`config.mk`:
```
export PLATFORM = sky130hd
export DESIGN_NAME = axis_loopback_fifo
export DESIGN_NICKNAME = d
export VERILOG_FILES = /design/src/rtl/axis_loopback_fifo.sv
export SDC_FILE = /design/constraint.sdc
export NUM_CORES = 1
export LEC_CHECK = 0
export BUFFER_PORTS_ARGS = -buffer_cell sky130_fd_sc_hd__buf_2
export CORE_MARGIN = 2
export CORE_UTILIZATION = 45
export CTS_CLUSTER_SIZE = 14
export DETAILED_ROUTE_END_ITERATION = 6
export GPL_TIMING_DRIVEN = 0
export SYNTH_ARGS = -nofsm -noshare
export SYNTH_HDL_FRONTEND = slang
export SYNTH_SLANG_ARGS = --single-unit
```
`constraint.sdc`:
```
create_clock -name clk -period 6.36 [get_ports clk]
set_input_delay 0.636 -clock clk [delete_from_list [all_inputs] [get_ports clk]]
set_output_delay 0.636 -clock clk [all_outputs]
set_load 0.01 [all_outputs]
```
`src/rtl/axis_loopback_fifo.sv`:
```
// AXI4-Stream loopback buffer: beats taken on the slave port are replayed in order
// on the master port through a DEPTH-entry first-word-fall-through FIFO.
module axis_loopback_fifo #(
    parameter int DATA_WIDTH = 8,
    parameter int DEPTH      = 16,
    parameter int ADDR_WIDTH = $clog2(DEPTH)
) (
    input  logic                  clk,
    input  logic                  rst,
    input  logic [DATA_WIDTH-1:0] s_axis_tdata,
    input  logic                  s_axis_tvalid,
    output logic                  s_axis_tready,
    input  logic                  s_axis_tlast,
    output logic [DATA_WIDTH-1:0] m_axis_tdata,
    output logic                  m_axis_tvalid,
    input  logic                  m_axis_tready,
    output logic                  m_axis_tlast,
    input  logic                  flush,
    output logic [ADDR_WIDTH:0]   count,
    output logic                  full,
    output logic                  empty,
    output logic [15:0]           pkt_count
);

    localparam int PTR_WIDTH = ADDR_WIDTH + 1;
    localparam logic [ADDR_WIDTH:0] FULL_COUNT = PTR_WIDTH'(DEPTH);

    logic [DATA_WIDTH:0] mem [DEPTH];
    logic [ADDR_WIDTH:0] wr_ptr_reg, wr_ptr_next;
    logic [ADDR_WIDTH:0] rd_ptr_reg, rd_ptr_next;
    logic [15:0]         pkt_count_reg, pkt_count_next;
    logic                push;
    logic                pop;

    // Status comes only from the pointer registers, never from the handshake inputs.
    assign count         = wr_ptr_reg - rd_ptr_reg;
    assign full          = (count == FULL_COUNT);
    assign empty         = (count == '0);
    assign s_axis_tready = rst & ~full;
    assign m_axis_tvalid = ~empty;
    assign {m_axis_tlast, m_axis_tdata} = mem[rd_ptr_reg[ADDR_WIDTH-1:0]];
    assign pkt_count     = pkt_count_reg;

    assign push = s_axis_tvalid & s_axis_tready & ~flush;
    assign pop  = m_axis_tvalid & m_axis_tready & ~flush;

    always_comb begin
        wr_ptr_next    = wr_ptr_reg;
        rd_ptr_next    = rd_ptr_reg;
        pkt_count_next = pkt_count_reg;
        if (flush) begin
            wr_ptr_next = rd_ptr_reg;
        end else begin
            if (push) begin
                wr_ptr_next = wr_ptr_reg + PTR_WIDTH'(1);
            end
            if (pop) begin
                rd_ptr_next = rd_ptr_reg + PTR_WIDTH'(1);
                if (m_axis_tlast) begin
                    pkt_count_next = pkt_count_reg + 16'd1;
                end
            end
        end
    end

    always_ff @(posedge clk or negedge rst) begin
        if (!rst) begin
            wr_ptr_reg    <= '0;
            rd_ptr_reg    <= '0;
            pkt_count_reg <= '0;
        end else begin
            wr_ptr_reg    <= wr_ptr_next;
            rd_ptr_reg    <= rd_ptr_next;
            pkt_count_reg <= pkt_count_next;
        end
    end

    // Storage is left unreset so it can map onto memory primitives.
    always_ff @(posedge clk) begin
        if (push) begin
            mem[wr_ptr_reg[ADDR_WIDTH-1:0]] <= {s_axis_tlast, s_axis_tdata};
        end
    end

endmodule

```
==> results of run 1 <==
==> per-stage QoR <==
| stage | power (W) | hold slack, ns | area, µm² | setup WS [ns] |
|---|---|---|---|---|
| detailed placement | 0.00259 | 0.460 | 7790 | 1.49 |
| finish | 0.00354 | 0.238 | 8350 | 1.27 |
| global placement | 0.00256 | 0.458 | 7690 | 0.228 |
| floorplan | 0.00220 | 0.340 | 7180 | 2.51 |
| CTS | 0.00357 | 0.242 | 8350 | 1.20 |
| global route | 0.00372 | 0.284 | 8350 | 0.904 |
==> power breakdown <==
part | internal, W | switching (W) | total (W)
registers | 0.00127 | 0.0000682 | 0.00134
clock network | 0.000577 | 0.000411 | 0.000988
logic | 0.000552 | 0.000659 | 0.00121
total | 0.00240 | 0.00114 | 0.00354
==> kinds of logic (layout without fill, tap and decap cells) <==
logic type	Yosys count	after routing	share of synthesized area
DFF	170	170	0.693
and+or+nand+nor	101	101	0.0779
muxes	47	47	0.145
buffers and inverters	30	117	0.0185
xor gates and xnor gates	23	23	0.0280
AOI/OAI and AO/OA	18	18	0.0174
adders and majority gates	11	11	0.0202
other	0	1	0
==> final cells by class <==
class,count,area (µm²)
fillers,1276,7360
flip-flops and latches,170,4970
multi-input cells,200,2110
clock buffers,21,440
repair buffers,55,299
well taps,216,270
clock inverters,11,121
plain buffers,18,87.6
inverters,12,45.0
diodes,1,2.50
==> metal layers <==
metal	routed length, µm	GRT usage	vias up
met4	174	0.0670	0
met3	776	0.0361	14
li1	-	-	1756
met5	0	0	-
met1	7060	0.279	2019
met2	7370	0.298	98
==> worst paths after layout <==
check	startpoint	endpoint
max in group asynchronous	rst	wr_ptr_reg[1]
worst min register to register	pkt_count[15]	pkt_count[15]
min in group clk	pkt_count[15]	pkt_count[15]
worst max-delay path	rd_ptr_reg[1]	s_axis_tready
worst min-delay path	rst	pkt_count[12]
worst max register to register	rd_ptr_reg[1]	mem[14][1]
==> critical path: cells and delay by family (launching register included) <==
family          cells  cell delay [ns]
buf+inv             7             2.03
flops               1             0.41
fa+ha+maj           1             0.50
compound gates      2             0.50
xor+xnor            1             0.26
simple gates        1             0.33
==> cells in the mapped netlist, types with 5 or more instances <==
cell	n	area [µm²]
inv_1	11	41.3
nand2_1	15	56.3
nor4_1	7	43.8
and3_1	18	113
nand4_1	10	62.6
nor3_1	10	50.1
dfrtp_1	26	651
mux4_2	43	968
nor2_1	6	22.5
nand3_1	17	85.1
clkbuf_1	9	33.8
xnor2_1	20	175
a21oi_1	5	25.0
edfxtp_1	144	4320
ha_1	10	125
==> impl_metrics.json, run 1 <==
{
  "track_usage": 0.193,
  "overflow": 0,
  "ys_async_sr_fraction": 0.153,
  "gp_routability_congestion": 0.774,
  "fin_tns_setup_ns": 0,
  "die-height_um": 130,
  "post-route-period-util": 0.801,
  "cts_tree": "built",
  "synth_flop_cell": "edfxtp_1",
  "placed_cells": 671,
  "grt_first_pass_wirelength_mm": 23.2,
  "syn_inst": 400,
  "wl_per_cell_um": 21.8,
  "slew_viol_final": 0,
  "layout.nets": 499,
  "routed-via-count": 3887,
  "syn-mean-instance-area_um2": 18.0,
  "finalHoldViolations": 0,
  "arrival_ns": 4.46,
  "clock-root-buffer": "clkbuf_16",
  "critical_path_class": "reg2out",
  "final_cell_mix": "edfxtp_1, buf_2, mux4_2",
  "fp.coreArea_um2": 15700,
  "p_per_area_nw_per_um2": 424,
  "setup_viol": 0,
  "cts_max_path_buffers": 2,
  "routed_wl_mm": 15.4,
  "largest_register_ffs": 144,
  "ant_nets": 0,
  "start_util": 0.457,
  "h-tree-depth": 4,
  "ys_ff_latch": 170,
  "vias_per_cell": 5.52,
  "drive_gt1_frac": 0.285,
  "portBuffers": 47,
  "cp-end-kind": "output pin",
  "grt_max_degree": 31,
  "hold_buffers": 0,
  "detail_route.first_pass.iterations": 4,
  "critPathRequiredTime_ns": 5.72,
  "syn_to_final_growth_pct": 16.3,
  "ios": 48,
  "numCtsBuffers": 17,
  "crit_slowest_cell": "buf_1",
  "drc": 0,
  "relSlewSlack": 0.272,
  "rsz0062_at_grt": "no",
  "final_cells": 704,
  "synth_edf_count": 144,
  "die-width_um": 130,
  "clk_latency_ns": 0.42,
  "ctsResizeCount": 0,
  "path_max_fanout": 10,
  "hp-class": "in2async",
  "clock_sinks": 170,
  "max-vdd-ir-drop_mv": 0.214,
  "tightest_slew_ns": 1.09,
  "die_area_um2": 17000,
  "slowest_delay_ns": 0.66,
  "synth.distinct_cells": 41,
  "status": "complete, no violations",
  "syn_area_um2": 7180,
  "cap_violations": 0,
  "r2r_slack_ns": 1.52,
  "first_global_vias": 3843,
  "yosysSeqAreaShare": 0.693,
  "first_iter_violations": 344,
  "antenna_found_initial": 1,
  "worst_clock_skew_ns": 0.00621,
  "syn_nets": 425,
  "yosys_warnings": 0,
  "dp_hpwl_mm": 10.1,
  "rows": 46,
  "cp_cell_sequence": "clkbuf_1 -> buf_1 -> inv_1 -> fa_1 -> xnor2_1 -> inv_1 -> a211oi_1 -> o211ai_2 -> nand2_1 -> inv_1 -> clkbuf_1 -> buf_2",
  "post_cts_buffers": 0,
  "path_common_cell": "inv_1",
  "fin_crit_ns": 5.09,
  "clk_pin_slew_ns": 0.06,
  "cp-start-kind": "flip-flop",
  "fin_util": 0.532,
  "mostFrequentLayoutCell": "edfxtp_1",
  "timing.fmax_mhz": 196,
  "reg2regPathDepth": 12,
  "power_leakage_nw": 2.94
}
No activity file was read; power rests on OpenSTA's default activity.
==> run 2, diff against run 1 <==
==> constraint.sdc (replaced) <==
create_clock -name clk -period 5.2 [get_ports clk]
set_input_delay 0.52 -clock clk [delete_from_list [all_inputs] [get_ports clk]]
set_output_delay 0.52 -clock clk [all_outputs]
set_load 0.01 [all_outputs]
==> impl_metrics.json, run 2 (synthesized netlist as in run 1, its figures left out) <==
{
  "status": "complete, no violations",
  "timing.fmax_mhz": 212,
  "hold_buffers": 0,
  "slew_viol_final": 0,
  "holdWs_ns": 0.120,
  "antenna_found_initial": 1,
  "syn_to_final_growth_pct": 16.3,
  "die-height_um": 130,
  "vias_per_cell": 5.53,
  "detail_route.first_pass.iterations": 4,
  "r2r_start": "rd_ptr_reg[1]",
  "critical_path_class": "reg2out",
  "rows": 46,
  "post_cts_buffers": 0,
  "layout.nets": 499,
  "first_global_vias": 3843,
  "worst_clock_skew_ns": 0.00642,
  "gp_routability_congestion": 0.774,
  "portBuffers": 47,
  "routed_wl_mm": 15.4,
  "reg2reg_to": "mem[14][1]",
  "wl_per_cell_um": 21.9,
  "finalHoldViolations": 0,
  "fin_crit_ns": 4.71,
  "ant_nets": 0,
  "placed_cells": 671,
  "dp_hpwl_mm": 10.1,
  "drive_gt1_frac": 0.287,
  "relSlewSlack": 0.274,
  "final_cell_mix": "edfxtp_1, buf_2, mux4_2",
  "h-tree-depth": 4,
  "die_area_um2": 17000,
  "path_max_fanout": 10,
  "grt_max_degree": 31,
  "arrival_ns": 4.19,
  "reg2regPathDepth": 12,
  "setup_viol": 0,
  "critPathRequiredTime_ns": 4.68,
  "fin_util": 0.532,
  "cp-end-kind": "output pin",
  "overflow": 0,
  "n_fill_cell": 1275,
  "start_util": 0.457,
  "largest_register_ffs": 144,
  "numCtsBuffers": 17,
  "track_usage": 0.193,
  "r2r_slack_ns": 0.64,
  "mostFrequentLayoutCell": "edfxtp_1",
  "p_per_area_nw_per_um2": 519,
  "cts_max_path_buffers": 2,
  "clock_sinks": 170,
  "die-width_um": 130,
  "rsz0062_at_grt": "no",
  "final_cells": 704,
  "clk_pin_slew_ns": 0.06,
  "power_leakage_nw": 2.94,
  "fp.coreArea_um2": 15700,
  "cap_violations": 0,
  "post-route-period-util": 0.905,
  "routed-via-count": 3896,
  "cp-start-kind": "flip-flop",
  "clk_latency_ns": 0.42,
  "tightest_slew_ns": 1.09,
  "max-vdd-ir-drop_mv": 0.264,
  "fin_tns_setup_ns": 0,
  "grt_first_pass_wirelength_mm": 23.2,
  "drc": 0,
  "hp-class": "in2async",
  "clock-root-buffer": "clkbuf_16",
  "cts_tree": "built",
  "ios": 48,
  "first_iter_violations": 344
}
## run 2: cell types whose count changed in the layout (fill, tap and decap cells not counted)
cell and change:
clkbuf_2 +1, buf_1 -1
## run 2: worst max path at each step
| stage | from | endpoint | slack, ns | cells past startpoint |
|---|---|---|---|---|
| 2_1_floorplan | rd_ptr_reg[1] | mem[11][0] | 1.35 | 9 |
| 3_3_place_gp | rd_ptr_reg[1] | mem[15][5] | -0.93 | 9 |
| 3_5_place_dp | rd_ptr_reg[1] | mem[14][5] | 0.33 | 12 |
| 4_1_cts | rd_ptr_reg[1] | s_axis_tready | 0.16 | 12 |
| 5_1_grt | rd_ptr_reg[1] | s_axis_tready | 0.17 | 12 |
| 6_report | rd_ptr_reg[1] | s_axis_tready | 0.49 | 12 |
## run 2: per-stage QoR
stage	setup WS (ns)	area [µm²]	power, W
after global placement	-0.932	7690	0.00313
final	0.493	8350	0.00434
after detailed placement	0.333	7790	0.00316
after CTS	0.157	8350	0.00437
after floorplan	1.35	7180	0.00269
after global routing	0.174	8350	0.00455
## run 2: cell type report
type / instances / area, µm² / area share
flip-flops and latches: 170 / 4970 / 0.595
inverters: 12 / 45.0 / 0.00539
well taps: 216 / 270 / 0.0323
diodes: 1 / 2.50 / 0.000300
plain buffers: 18 / 88.8 / 0.0106
clock buffers: 21 / 440 / 0.0527
multi-input cells: 200 / 2110 / 0.253
repair buffers: 55 / 299 / 0.0358
clock inverters: 11 / 121 / 0.0145
## run 2: timing repair
| item | in CTS | in global routing |
|---|---|---|
| endpoints found under the hold margin | 0 | 0 |
| resized for setup | 0 | 1 |
| endpoints found under the setup margin | 0 | 2 |
## run 2: routing by layer
| layer | share of wire | vias to the layer above | GRT usage |
|---|---|---|---|
| met5 | 0 | - | 0 |
| met4 | 0.012 | 0 | 0.0670 |
| met3 | 0.047 | 13 | 0.0361 |
| met2 | 0.48 | 104 | 0.298 |
| met1 | 0.46 | 2023 | 0.279 |
| li1 | - | 1756 | - |
## run 2: report_power, final
part	internal (W)	total [W]	leakage, nW	switching (W)
Clock	0.000706	0.00121	0.271	0.000507
Combinational	0.000675	0.00148	1.04	0.000808
Sequential	0.00156	0.00164	1.63	0.0000832
Total	0.00294	0.00434	2.94	0.00140
## run 2: worst max-delay path, stage by stage, from the launching register on
cell and delay (ns):
dfrtp_1 0.42, clkbuf_1 0.59, clkbuf_2 0.46, inv_1 0.16, fa_1 0.47, xnor2_1 0.26
inv_1 0.11, a211oi_1 0.29, o211ai_2 0.21, nand2_1 0.33, inv_1 0.09, clkbuf_1 0.19
buf_2 0.19
==> run 3, diff against run 2 <==
--- a/config.mk
+++ b/config.mk
@@ -11,6 +11,7 @@
 export CTS_CLUSTER_SIZE = 14
 export DETAILED_ROUTE_END_ITERATION = 6
 export GPL_TIMING_DRIVEN = 0
+export REMOVE_ABC_BUFFERS = 1
 export SYNTH_ARGS = -nofsm -noshare
 export SYNTH_HDL_FRONTEND = slang
 export SYNTH_SLANG_ARGS = --single-unit
==> impl_metrics.json, run 3 (synthesized netlist as in run 1, its figures left out) <==
{
  "placed_cells": 652,
  "p_sw_w": 0.00133,
  "rows": 46,
  "reg2reg_to": "mem[11][3]",
  "cp_cell_sequence": "ha_1 -> inv_1 -> fa_1 -> xnor2_1 -> inv_1 -> a211o_1 -> a22oi_2 -> clkinv_1 -> buf_2",
  "wl_per_cell_um": 20.9,
  "tightest_slew_ns": 0.996,
  "cp-start-kind": "flip-flop",
  "largest_register_ffs": 144,
  "ios": 48,
  "critPathRequiredTime_ns": 4.68,
  "ant_nets": 0,
  "fin_tns_setup_ns": 0,
  "hp-class": "in2async",
  "status": "complete, no violations",
  "p_per_area_nw_per_um2": 516,
  "cp-end-kind": "output pin",
  "cp.buffers_inverters": 4,
  "vias_per_cell": 5.54,
  "r2r_start": "rd_ptr_reg[0]",
  "die-height_um": 130,
  "slowest_delay_ns": 0.97,
  "r2r_slack_ns": 1.02,
  "worst_clock_skew_ns": 0.00839,
  "cap_violations": 0,
  "portBuffers": 47,
  "seq_power_share": 0.414,
  "overflow": 0,
  "die-width_um": 130,
  "slew_viol_final": 0,
  "routed-via-count": 3788,
  "drc": 0,
  "pwr-share-comb": 0.294,
  "first_iter_violations": 380,
  "power_leakage_nw": 2.90,
  "grt_first_pass_wirelength_mm": 22.4,
  "arrival_ns": 3.89,
  "routed_wl_mm": 14.3,
  "syn_to_final_growth_pct": 15.6,
  "clkPwrFrac": 0.291,
  "path_common_cell": "inv_1",
  "cpLargestDelayFamily": "buffers and inverters",
  "track_usage": 0.185,
  "numCtsBuffers": 17,
  "placed_area_um2": 7720,
  "rsz0062_at_grt": "no",
  "finalHoldViolations": 0,
  "fin_crit_ns": 4.41,
  "hold_buffers": 0,
  "gp_routability_congestion": 0.797,
  "design_area_um2": 8300,
  "critical_path_class": "reg2out",
  "first_global_vias": 3911,
  "reg2regPathDepth": 9,
  "layout.nets": 480,
  "final_cell_mix": "edfxtp_1, buf_2, mux4_2",
  "p_sw_frac": 0.311,
  "clock-root-buffer": "clkbuf_16",
  "start_util": 0.457,
  "cts_max_path_buffers": 2,
  "mostFrequentLayoutCell": "edfxtp_1",
  "drive_gt1_frac": 0.291,
  "relSlewSlack": 0.330,
  "crit_slowest_cell": "dfrtp_4",
  "final_cells": 684,
  "fp.coreArea_um2": 15700,
  "die_area_um2": 17000,
  "max-vdd-ir-drop_mv": 0.336,
  "cts_tree": "built",
  "holdWs_ns": 0.124,
  "clk_latency_ns": 0.42,
  "ctsResizeCount": 0,
  "post-route-period-util": 0.849,
  "h-tree-depth": 4,
  "post_cts_buffers": 0,
  "setup_viol": 0,
  "clk_pin_slew_ns": 0.06,
  "cp.depth": 9,
  "antenna_cells": 0,
  "path_max_fanout": 41,
  "antenna_found_initial": 0,
  "p_int_w": 0.00295,
  "dp_hpwl_mm": 9.04,
  "clock_sinks": 170,
  "timing.fmax_mhz": 227,
  "detail_route.first_pass.iterations": 6,
  "grt_max_degree": 42
}
## run 3: cell count changes in the layout (fill, tap and decap cells not counted), sizes merged
cell	change
clkbuf	-12
buf	-9
clkinvlp	+2
bufinv	+1
diode	-1
inv	-1
## run 3: area by class of cell
type	instances	area, µm²
clock buffers	19	433
clock inverters	13	153
fillers	1294	7410
inverters	12	45.0
multi-input cells	200	2110
flip-flops and latches	170	4980
well taps	216	270
repair buffers	54	312
## run 3: worst max-delay path by stage
stage	startpoint	endpoint	slack [ns]
after global routing	rd_ptr_reg[0]	m_axis_tvalid	0.40
final	rd_ptr_reg[0]	m_axis_tvalid	0.79
after detailed placement	rd_ptr_reg[0]	mem[11][1]	0.93
after CTS	rd_ptr_reg[0]	m_axis_tvalid	0.65
after floorplan	rd_ptr_reg[0]	mem[11][0]	0.55
after global placement	rd_ptr_reg[0]	mem[11][1]	-1.58
## run 3: layer usage
| metal | vias to the layer above | track usage | routed length [µm] |
|---|---|---|---|
| met4 | 0 | 0.0651 | 238 |
| met1 | 1945 | 0.260 | 6320 |
| met5 | - | 0 | 0 |
| li1 | 1715 | - | - |
| met2 | 109 | 0.287 | 6910 |
| met3 | 19 | 0.0431 | 826 |
## run 3: power groups by stage
stage / Combinational, W / Clock, W / Sequential (W)
floorplan: 0.000881 / 0 / 0.00176
global placement: 0.00122 / 0 / 0.00185
detailed placement: 0.00127 / 0 / 0.00181
CTS: 0.00128 / 0.00127 / 0.00178
global route: 0.00138 / 0.00133 / 0.00180
finish: 0.00126 / 0.00125 / 0.00177
## run 3: through the flow
stage                util  power [W]  worst slack [ns]
floorplan               -    0.00264             0.546
finish              0.529    0.00428             0.786
detailed placement  0.491    0.00309             0.929
global placement    0.484    0.00307             -1.58
global route        0.529    0.00451             0.395
CTS                 0.529    0.00434             0.653
